## src/rtl/puf_response_sequencer.sv

```systemverilog
// Sequences a ring-oscillator PUF: for each RO pair it clears the counters,
// lets the oscillators settle, counts for a fixed window and captures one response bit.
module puf_response_sequencer #(
  parameter int NUM_BITS      = 8,
  parameter int SETTLE_CYCLES = 4,
  parameter int WINDOW_CYCLES = 256,
  parameter int CNT_W         = 8,
  localparam int IDX_W        = (NUM_BITS > 1) ? $clog2(NUM_BITS) : 1
) (
  input  logic                clk,
  input  logic                rst,
  input  logic                start,
  input  logic                abort,
  output logic [IDX_W-1:0]    pair_sel,
  output logic                ro_enable,
  output logic                cnt_clear,
  output logic                cnt_en,
  input  logic [CNT_W-1:0]    count_a,
  input  logic [CNT_W-1:0]    count_b,
  output logic                busy,
  output logic                resp_valid,
  output logic [NUM_BITS-1:0] response,
  output logic [NUM_BITS-1:0] tie_mask,
  output logic [2:0]          state_dbg
);

  localparam int MAX_C = (SETTLE_CYCLES > WINDOW_CYCLES) ? SETTLE_CYCLES : WINDOW_CYCLES;
  localparam int CW    = $clog2(MAX_C + 1);

  typedef enum logic [2:0] {
    S_IDLE    = 3'd0,
    S_CLEAR   = 3'd1,
    S_SETTLE  = 3'd2,
    S_COUNT   = 3'd3,
    S_CAPTURE = 3'd4,
    S_DONE    = 3'd5
  } state_e;

  state_e              state_q, state_d;
  logic [IDX_W-1:0]    idx_q, idx_d;
  logic [CW-1:0]       cnt_q, cnt_d;
  logic [NUM_BITS-1:0] resp_q, resp_d;
  logic [NUM_BITS-1:0] tie_q, tie_d;

  always_ff @(posedge clk or posedge rst) begin
    if (rst) begin
      state_q <= S_IDLE;
      idx_q   <= '0;
      cnt_q   <= '0;
      resp_q  <= '0;
      tie_q   <= '0;
    end else begin
      state_q <= state_d;
      idx_q   <= idx_d;
      cnt_q   <= cnt_d;
      resp_q  <= resp_d;
      tie_q   <= tie_d;
    end
  end

  // The cycle counter is loaded with length-1 on entry and the phase ends when it reads zero.
  always_comb begin
    state_d = state_q;
    idx_d   = idx_q;
    cnt_d   = cnt_q;
    resp_d  = resp_q;
    tie_d   = tie_q;
    case (state_q)
      S_IDLE: begin
        if (start && !abort) begin
          state_d = S_CLEAR;
          idx_d   = '0;
          resp_d  = '0;
          tie_d   = '0;
        end
      end
      S_CLEAR: begin
        state_d = S_SETTLE;
        cnt_d   = CW'(SETTLE_CYCLES - 1);
      end
      S_SETTLE: begin
        if (cnt_q == '0) begin
          state_d = S_COUNT;
          cnt_d   = CW'(WINDOW_CYCLES - 1);
        end else begin
          cnt_d = cnt_q - CW'(1);
        end
      end
      S_COUNT: begin
        if (cnt_q == '0) state_d = S_CAPTURE;
        else             cnt_d   = cnt_q - CW'(1);
      end
      S_CAPTURE: begin
        resp_d[idx_q] = (count_a > count_b);
        tie_d[idx_q]  = (count_a == count_b);
        if (idx_q == IDX_W'(NUM_BITS - 1)) begin
          state_d = S_DONE;
        end else begin
          idx_d   = idx_q + IDX_W'(1);
          state_d = S_CLEAR;
        end
      end
      S_DONE:  state_d = S_IDLE;
      default: state_d = S_IDLE;
    endcase
    // Abort wins over every transition and freezes whatever was already captured.
    if (abort && (state_q != S_IDLE)) begin
      state_d = S_IDLE;
      idx_d   = idx_q;
      cnt_d   = cnt_q;
      resp_d  = resp_q;
      tie_d   = tie_q;
    end
  end

  assign pair_sel   = idx_q;
  assign cnt_clear  = (state_q == S_CLEAR);
  assign ro_enable  = (state_q == S_SETTLE) || (state_q == S_COUNT);
  assign cnt_en     = (state_q == S_COUNT);
  assign busy       = (state_q != S_IDLE);
  assign resp_valid = (state_q == S_DONE);
  assign response   = resp_q;
  assign tie_mask   = tie_q;
  assign state_dbg  = state_q;

endmodule

```

## config.mk

```make
export PLATFORM = sky130hd
export DESIGN_NAME = puf_response_sequencer
export DESIGN_NICKNAME = d
export VERILOG_FILES = /design/src/rtl/puf_response_sequencer.sv
export SDC_FILE = /design/constraint.sdc
export NUM_CORES = 1
export LEC_CHECK = 0
export BUFFER_PORTS_ARGS = -buffer_cell sky130_fd_sc_hd__buf_2
export CORE_MARGIN = 4
export CORE_UTILIZATION = 55
export CTS_BUF_LIST = sky130_fd_sc_hd__clkbuf_4
export DETAILED_ROUTE_END_ITERATION = 10
export PLACE_DENSITY = 0.78
export REMOVE_ABC_BUFFERS = 1
export SYNTH_ARGS = -nofsm -noshare
export SYNTH_HDL_FRONTEND = slang
export SYNTH_SLANG_ARGS = --single-unit
```

## constraint.sdc

```tcl
create_clock -name clk -period 2.5 [get_ports clk]
set_input_delay 0.5 -clock clk [delete_from_list [all_inputs] [get_ports clk]]
set_output_delay 0.5 -clock clk [all_outputs]
set_load 0.02 [all_outputs]
```

==> impl_metrics.py, run 1 <==
metrics = {
    "route": {
        "wl_per_cell_um": 14.6,
        "drt_iter0_markers": 135,
        "vias_per_cell": 5.80,
        "routed_wl_um": 4390,
        "final_antenna_net_count": 0,
        "dr.pass1.iters": 4,
        "vias": 1740,
        "drt_drc_violations_left": 0,
    },
    "yosys": {
        "synth-seq-cells": 31,
        "synthArstFlopShare": 1.00,
        "synth_edf_count": 0,
        "netlist_instances": 203,
        "synthDistinctLibCells": 57,
        "syn_area_um2": 1900,
        "synth_flop_cell": "dfrtp_1",
        "ys_seq_area_frac": 0.408,
        "avgSynthCellArea_um2": 9.37,
        "yosys_warnings": 0,
    },
    "floorplan": {
        "rows": 21,
        "dieArea_um2": 4460,
        "initial_core_util": 0.570,
        "die_h_um": 66.8,
        "coreArea_um2": 3340,
        "ios": 47,
        "die_w_um": 66.8,
    },
    "sta": {
        "tns_ns": 0,
        "skew_ns": 0.0144,
        "period_share": 0.870,
        "fmax_mhz": 460,
        "rsz0062_at_grt": "false",
        "hold_viol_final": 0,
        "holdWs_ns": 0.235,
        "min_period_ns": 2.17,
        "setup_viol": 0,
        "drv_slew": 0,
        "worst_pin_slew_ns": 0.544,
        "relSlewSlack": 0.633,
    },
    "clock_network": {
        "clk_pin_slew_ns": 0.10,
        "max-clock-path-buffers": 2,
        "cts.htree.levels": 2,
        "cts_tree": "built",
        "clock_sinks": 31,
        "clkLatencyLatePin_ns": 0.33,
        "ctsHoldBuffers": 0,
        "postCtsSetupBuffers": 0,
        "cts-root-buf": "clkbuf_4",
        "cts_resized": 0,
        "cts_buffers": 5,
    },
    "run_status": {
        "status": "complete, no violations",
    },
    "critical_path": {
        "critPathArrivalTime_ns": 1.67,
        "cp-end-kind": "primary output",
        "crit_slowest_cell": "dfrtp_1",
        "critical_path.startpoint": "state_dbg[1]$_DFFE_PP0P_",
        "path_class": "reg -> out",
        "worstPathRequired_ns": 2.00,
        "slowest_delay_ns": 0.56,
        "crit_buf_inv": 1,
        "crit_path_start_kind": "flip-flop",
        "cp_cell_sequence": "nor2b_1, and2_1, buf_2",
        "r2r-start": "cnt_q[0]$_DFFE_PP0P_",
        "crit_family": "simple AND/OR/NAND/NOR gates",
        "crit_path_max_fanout": 10,
    },
    "grt": {
        "grt_pass1_vias": 1618,
        "grt_pass1_wl_um": 7310,
        "grt_max_degree": 32,
        "grt_antenna_before_repair": 0,
        "gr-usage-all-layers": 0.215,
        "grt_overflow_total": 0,
    },
    "final_layout": {
        "mostFrequentLayoutCells": "46 x buf_2, 31 x dfrtp_1, 23 x inv_1",
        "syn_to_final_growth_pct": 18.0,
        "final_common_cell": "buf_2",
        "drive_gt1_frac": 0.268,
        "diodes": 0,
        "final_nets": 285,
    },
    "placed_design": {
        "gp_congestion": 0.957,
        "io_buffers": 46,
        "hpwl_um": 3280,
    },
    "power": {
        "vdd_drop_max_uv": 275,
        "power.leakage_nw": 1.13,
        "cellPowerDensity_nw_per_um2": 604,
    },
    "flow_run": {
        "maxCapViolations": 0,
    },
    "hold_path": {
        "min_path_type": "in -> async",
    },
}
[kinds of logic (layout without fill, tap and decap cells)]
group,after synthesis,after routing,share of synthesized area
mux,4,4,0.0224
simple gates,60,60,0.181
buf+inv,31,82,0.0664
xor+xnor,1,1,0.00461
fa+ha+maj,12,12,0.0789
flops,31,31,0.408
compound gates,64,64,0.239
[synth_stat cells, types with 3 or more instances]
library cell | instances | share of area
nand2_1 | 14 | 0.028
o21ai_0 | 13 | 0.034
dfrtp_1 | 31 | 0.41
a21oi_1 | 11 | 0.029
nand2b_1 | 3 | 0.0099
o31ai_1 | 5 | 0.020
nor3_1 | 3 | 0.0079
o22ai_1 | 3 | 0.0099
a221o_1 | 4 | 0.021
ha_1 | 12 | 0.079
o32ai_1 | 3 | 0.014
or3_1 | 3 | 0.0099
a22o_1 | 3 | 0.014
nor2b_1 | 4 | 0.013
a21boi_0 | 3 | 0.012
nand3_1 | 6 | 0.016
inv_1 | 23 | 0.045
clkbuf_1 | 5 | 0.0099
nor2_1 | 8 | 0.016
[flip-flops by register name (all words and copies together), names as in the netlist]
name and flops:
cnt_q 9, pair_sel 3, response 8, state_dbg 3, tie_mask 8
[power by group]
group	total (mW)	switching (mW)	internal, mW	leakage (nW)
combinational	0.432	0.254	0.179	0.675
clock	0.292	0.160	0.131	0.0361
sequential	0.631	0.0746	0.556	0.423
[worst min-delay path: cells and delay by family]
kind                   cells  cell delay, ns
buffers and inverters      3            0.48
[path summary, 6_finish.rpt]
check	endpoint	slack [ns]	cells past startpoint
max in group asynchronous	tie_mask[2]$_DFFE_PP0P_	1.97	3
worst min-delay path	tie_mask[1]$_DFFE_PP0P_	0.24	3
worst max register to register	cnt_q[1]$_DFFE_PP0P_	0.38	6
worst min register to register	tie_mask[6]$_DFFE_PP0P_	0.50	1
worst max-delay path	cnt_en	0.33	3
min in group clk	state_dbg[2]$_DFFE_PP0P_	0.44	2
[metal layers]
metal | global-route usage | share of wire | up-vias
li1 | - | - | 844
met1 | 0.298 | 0.47 | 817
met2 | 0.328 | 0.46 | 68
met3 | 0.0540 | 0.053 | 11
met4 | 0.0711 | 0.019 | 0
met5 | 0 | 0 | -
[area by class of cell]
| class | instances | area [um^2] |
|---|---|---|
| well taps | 46 | 57.6 |
| flip-flops and latches | 31 | 776 |
| repair buffers | 51 | 268 |
| multi-input cells | 141 | 1000 |
| clock buffers | 7 | 52.6 |
| inverters | 23 | 86.3 |
| fillers | 290 | 1090 |
| clock inverters | 1 | 5.00 |
[metrics by stage]
| step | setup WS (ns) | instances | util | instance area [um^2] | total power, mW |
|---|---|---|---|---|---|
| floorplan | 0.436 | 195 | - | 1860 | 0.939 |
| global placement | 0.486 | 292 | 0.655 | 2190 | 1.06 |
| detailed placement | 0.420 | 292 | 0.655 | 2190 | 1.07 |
| CTS | 0.317 | 300 | 0.673 | 2240 | 1.36 |
| global route | 0.238 | 300 | 0.673 | 2240 | 1.45 |
| finish | 0.325 | 300 | 0.673 | 2240 | 1.35 |
No activity file was read; power rests on OpenSTA's default activity.
==> run 2: changes to the inputs <==
--- a/config.mk
+++ b/config.mk
@@ -11,6 +11,7 @@
 export CTS_BUF_LIST = sky130_fd_sc_hd__clkbuf_4
 export DETAILED_ROUTE_END_ITERATION = 10
 export PLACE_DENSITY = 0.78
+export RECOVER_POWER = 50
 export REMOVE_ABC_BUFFERS = 1
 export SYNTH_ARGS = -nofsm -noshare
 export SYNTH_HDL_FRONTEND = slang
==> run 2 against run 1 <==
Net effect:
- the flow now finishes with violations (max-capacitance violations, max-slew violations)
- critical path depth stayed put
- final cell count stayed put
- flip-flop and latch count unchanged
- core utilization shrank 0.60 points
- largest power group unchanged
- highest routed layer unchanged
==> impl_metrics.py, run 2 (synthesis gave the netlist of run 1 again) <==
metrics = {
    "floorplan": {
        "rows": 21,
        "die_h_um": 66.8,
        "die_w_um": 66.8,
        "ios": 47,
        "initial_core_util": 0.570,
        "dieArea_um2": 4460,
        "coreArea_um2": 3340,
    },
    "power": {
        "sw_frac_of_total": 0.361,
        "power.leakage_nw": 1.07,
        "vdd_drop_max_uv": 278,
        "power_frac_comb": 0.318,
        "clkPwrFrac": 0.215,
        "cellPowerDensity_nw_per_um2": 609,
        "power_switching_mw": 0.489,
        "fin_total_pwr_mw": 1.35,
        "seqPwrFrac": 0.466,
        "internal-power_mw": 0.865,
    },
    "placed_design": {
        "hpwl_um": 3280,
        "place_inst": 292,
        "io_buffers": 46,
        "gp_congestion": 0.957,
        "postPlaceCellArea_um2": 2190,
    },
    "sta": {
        "rsz0062_at_grt": "false",
        "fmax_mhz": 457,
        "min_period_ns": 2.19,
        "drv_slew": 32,
        "tns_ns": 0,
        "skew_ns": 0.0165,
        "worst_pin_slew_ns": 1.61,
        "setup_viol": 0,
        "hold_viol_final": 0,
        "relSlewSlack": -0.0717,
        "period_share": 0.876,
    },
    "route": {
        "final_antenna_net_count": 0,
        "wl_per_cell_um": 14.6,
        "drt_iter0_markers": 147,
        "vias": 1725,
        "routed_wl_um": 4390,
        "vias_per_cell": 5.75,
        "drt_drc_violations_left": 0,
        "dr.pass1.iters": 4,
    },
    "clock_network": {
        "cts-root-buf": "clkbuf_4",
        "ctsHoldBuffers": 0,
        "cts_tree": "built",
        "cts_resized": 0,
        "clk_pin_slew_ns": 0.10,
        "max-clock-path-buffers": 2,
        "clkLatencyLatePin_ns": 0.33,
        "postCtsSetupBuffers": 0,
        "cts_buffers": 5,
        "cts.htree.levels": 2,
        "clock_sinks": 31,
    },
    "grt": {
        "grt_pass1_vias": 1618,
        "gr-usage-all-layers": 0.215,
        "grt_max_degree": 32,
        "grt_overflow_total": 0,
        "grt_pass1_wl_um": 7310,
        "grt_antenna_before_repair": 0,
    },
    "final_layout": {
        "register_area_um2": 776,
        "drive_gt1_frac": 0.213,
        "final_area_um2": 2220,
        "multi_input_area_um2": 1000,
        "diodes": 0,
        "final_cells": 300,
        "regMostFlops": "cnt_q",
        "largest_reg_flops": 9,
        "fin_util": 0.667,
        "syn_to_final_growth_pct": 17.0,
        "fillCellCount": 300,
        "final_common_cell": "buf_2",
        "mostFrequentLayoutCells": "33 x buf_2, 31 x dfrtp_1, 23 x inv_1",
        "final_nets": 285,
    },
    "critical_path": {
        "worstPathRequired_ns": 2.00,
        "path_class": "reg -> out",
        "crit_path_start_kind": "flip-flop",
        "cp-end-kind": "primary output",
        "crit_path_max_fanout": 10,
        "critPathArrivalTime_ns": 1.69,
    },
    "run_status": {
        "violations": "max-capacitance violations, max-slew violations",
        "status": "complete, but fails checks",
    },
    "flow_run": {
        "maxCapViolations": 1,
    },
    "hold_path": {
        "min_path_type": "in -> reg",
    },
}
run 2: cell types whose count changed in the layout (fill, tap and decap cells not counted), sizes merged:
cell	change
clkbuf	+14
buf	-14
run 2: metrics by stage:
step	hold WS, ns	setup slack (ns)
2_1_floorplan	0.477	0.436
3_3_place_gp	0.473	0.486
3_5_place_dp	0.480	0.420
4_1_cts	0.229	0.317
5_1_grt	0.405	0.238
6_report	0.431	0.311
run 2: worst paths after layout:
check / start / slack [ns] / to / cells past startpoint
max in group asynchronous: rst / 0.85 / cnt_q[7]$_DFFE_PP0P_ / 3
min in group asynchronous: rst / 0.71 / tie_mask[1]$_DFFE_PP0P_ / 3
setup reg to reg: cnt_q[0]$_DFFE_PP0P_ / 0.39 / cnt_q[1]$_DFFE_PP0P_ / 6
hold / removal: abort / 0.43 / state_dbg[2]$_DFFE_PP0P_ / 2
setup / recovery: state_dbg[1]$_DFFE_PP0P_ / 0.31 / cnt_en / 3
hold reg to reg: tie_mask[6]$_DFFE_PP0P_ / 0.50 / tie_mask[6]$_DFFE_PP0P_ / 1
run 2: area by class of cell:
type                            instances  area share
Inverter                               23      0.0388
Multi-Input combinational cell        141       0.449
Tap cell                               46      0.0259
Sequential cell                        31       0.349
Clock inverter                          1     0.00225
Timing Repair Buffer                   51       0.111
Clock buffer                            7      0.0236
run 2: power by group through the flow:
stage,Clock [mW],Sequential [mW],Combinational [mW]
after floorplan,0,0.628,0.311
after global placement,0,0.638,0.418
after detailed placement,0,0.636,0.431
after CTS,0.300,0.629,0.429
after global routing,0.327,0.641,0.483
final,0.291,0.632,0.431
run 2: routing by layer:
metal | vias to the layer above | GRT usage | wire length [um]
met4 | 0 | 0.0711 | 58
met5 | - | 0 | 0
met3 | 5 | 0.0540 | 250
li1 | 846 | - | -
met1 | 815 | 0.298 | 2060
met2 | 59 | 0.328 | 2020
run 2: critical path, stage by stage, from the launching register on:
cell and delay, ns:
dfrtp_1 0.56, nor2b_1 0.41, and2_1 0.22, buf_2 0.17
==> run 3: changes to the inputs <==
==> constraint.sdc (replaced) <==
create_clock -name clk -period 2.5 [get_ports clk]
set_input_delay 0.25 -clock clk [delete_from_list [all_inputs] [get_ports clk]]
set_output_delay 0.25 -clock clk [all_outputs]
set_load 0.02 [all_outputs]
==> run 3 against run 2 <==
Net effect:
- the run still ends with max-capacitance violations, max-slew violations left
- via count grew 0.41%
- register-to-register slack is essentially flat
- fmax is 4.0% higher
- worst setup slack improved by 0.083 ns
==> impl_metrics.py, run 3 (synthesis gave the netlist of run 1 again) <==
metrics = {
    "route": {
        "dr.pass1.iters": 4,
        "vias_per_cell": 5.77,
        "final_antenna_net_count": 0,
        "vias": 1732,
        "drt_iter0_markers": 131,
        "routed_wl_um": 4410,
        "drt_drc_violations_left": 0,
        "wl_per_cell_um": 14.7,
    },
    "clock_network": {
        "cts_tree": "built",
        "clkLatencyLatePin_ns": 0.32,
        "cts.htree.levels": 2,
        "cts_resized": 0,
        "clock_sinks": 31,
        "cts-root-buf": "clkbuf_4",
        "cts_buffers": 5,
        "max-clock-path-buffers": 2,
        "clk_pin_slew_ns": 0.08,
    },
    "power": {
        "power.leakage_nw": 1.07,
        "clkPwrFrac": 0.213,
        "sw_frac_of_total": 0.361,
        "seqPwrFrac": 0.469,
        "cellPowerDensity_nw_per_um2": 606,
        "power_frac_comb": 0.318,
        "vdd_drop_max_uv": 266,
        "internal-power_mw": 0.863,
        "fin_total_pwr_mw": 1.35,
        "power_switching_mw": 0.487,
    },
    "critical_path": {
        "cp_cell_sequence": "inv_1, ha_1, or3b_1, nor3_2, a31o_1, mux2_1",
        "critPathArrivalTime_ns": 2.31,
        "crit_slowest_cell": "dfrtp_1",
        "r2r-start": "cnt_q[0]$_DFFE_PP0P_",
        "slowest_delay_ns": 0.42,
        "crit_path_start_kind": "flip-flop",
        "crit_buf_inv": 1,
        "path_class": "reg -> reg",
        "crit_path_max_fanout": 5,
        "cp-end-kind": "flip-flop",
        "crit_family": "simple AND/OR/NAND/NOR gates",
        "worstPathRequired_ns": 2.70,
        "critical_path.startpoint": "cnt_q[0]$_DFFE_PP0P_",
    },
    "hold_path": {
        "min_path_type": "in -> reg",
        "min_from": "abort",
    },
    "final_layout": {
        "mostFrequentLayoutCells": "33 x buf_2, 31 x dfrtp_1, 23 x inv_1",
        "drive_gt1_frac": 0.209,
        "regMostFlops": "cnt_q",
        "final_nets": 285,
        "syn_to_final_growth_pct": 17.1,
        "final_common_cell": "buf_2",
        "largest_reg_flops": 9,
        "fillCellCount": 331,
        "diodes": 0,
    },
    "floorplan": {
        "rows": 21,
        "dieArea_um2": 4460,
        "initial_core_util": 0.570,
        "die_w_um": 66.8,
        "die_h_um": 66.8,
        "ios": 47,
        "coreArea_um2": 3340,
    },
    "sta": {
        "hold_viol_final": 0,
        "drv_slew": 32,
        "setup_viol": 0,
        "fmax_mhz": 475,
        "worst_pin_slew_ns": 1.63,
        "rsz0062_at_grt": "false",
        "relSlewSlack": -0.0888,
        "skew_ns": 0.00566,
        "period_share": 0.842,
        "tns_ns": 0,
        "min_period_ns": 2.11,
    },
    "grt": {
        "grt_antenna_before_repair": 0,
        "gr-usage-all-layers": 0.219,
        "grt_max_degree": 32,
        "grt_pass1_wl_um": 7380,
        "grt_overflow_total": 0,
        "grt_pass1_vias": 1589,
    },
    "run_status": {
        "violations": "max-capacitance violations, max-slew violations",
        "status": "complete, but fails checks",
    },
    "placed_design": {
        "gp_congestion": 0.938,
        "hpwl_um": 3320,
        "io_buffers": 46,
    },
    "flow_run": {
        "maxCapViolations": 1,
    },
}
## run 3: power groups by stage
stage / clock network, mW / logic [mW] / registers, mW
after detailed placement: 0 / 0.425 / 0.641
final: 0.288 / 0.429 / 0.633
after global routing: 0.319 / 0.485 / 0.646
after floorplan: 0 / 0.311 / 0.628
after global placement: 0 / 0.426 / 0.638
after CTS: 0.297 / 0.428 / 0.631
## run 3: area by class of cell
class / instances / area [um^2] / share of cell area
clock inverters: 1 / 5.00 / 0.00225
well taps: 46 / 57.6 / 0.0258
flip-flops and latches: 31 / 776 / 0.348
inverters: 23 / 86.3 / 0.0388
repair buffers: 51 / 250 / 0.112
clock buffers: 7 / 52.6 / 0.0236
multi-input cells: 141 / 1000 / 0.449
## run 3: stage by stage
stage                     std cells  area, um^2  utilization  setup slack, ns  hold slack (ns)
after floorplan                 195        1860            -            0.436            0.323
after global routing            300        2230        0.667            0.119            0.203
after CTS                       300        2250        0.673            0.386            0.187
after global placement          291        2180        0.653            0.477            0.343
after detailed placement        291        2180        0.653            0.404            0.347
final                           300        2230        0.667            0.394            0.199
## run 3: layer usage
metal | up-vias | track usage | part of all wire
met2 | 68 | 0.349 | 0.46
met4 | 0 | 0.0888 | 0.016
met3 | 7 | 0.0388 | 0.068
met5 | - | 0 | 0
met1 | 808 | 0.293 | 0.46
li1 | 849 | - | -
## run 3: worst paths after layout
| kind | endpoint | slack, ns | cells past startpoint |
|---|---|---|---|
| hold / removal | state_dbg[2]$_DFFE_PP0P_ | 0.20 | 2 |
| setup / recovery | cnt_q[1]$_DFFE_PP0P_ | 0.39 | 6 |
| hold reg to reg | response[4]$_DFFE_PP0P_ | 0.50 | 1 |
| min in group asynchronous | cnt_q[3]$_DFFE_PP0P_ | 1.04 | 4 |
| max in group asynchronous | cnt_q[1]$_DFFE_PP0P_ | 0.52 | 4 |
| setup reg to reg | cnt_q[1]$_DFFE_PP0P_ | 0.39 | 6 |
## run 3: timing repair
action	4_1_cts	5_1_grt
hold buffers	1	0
hold endpoints to repair	14	0
buffers inserted	0	0
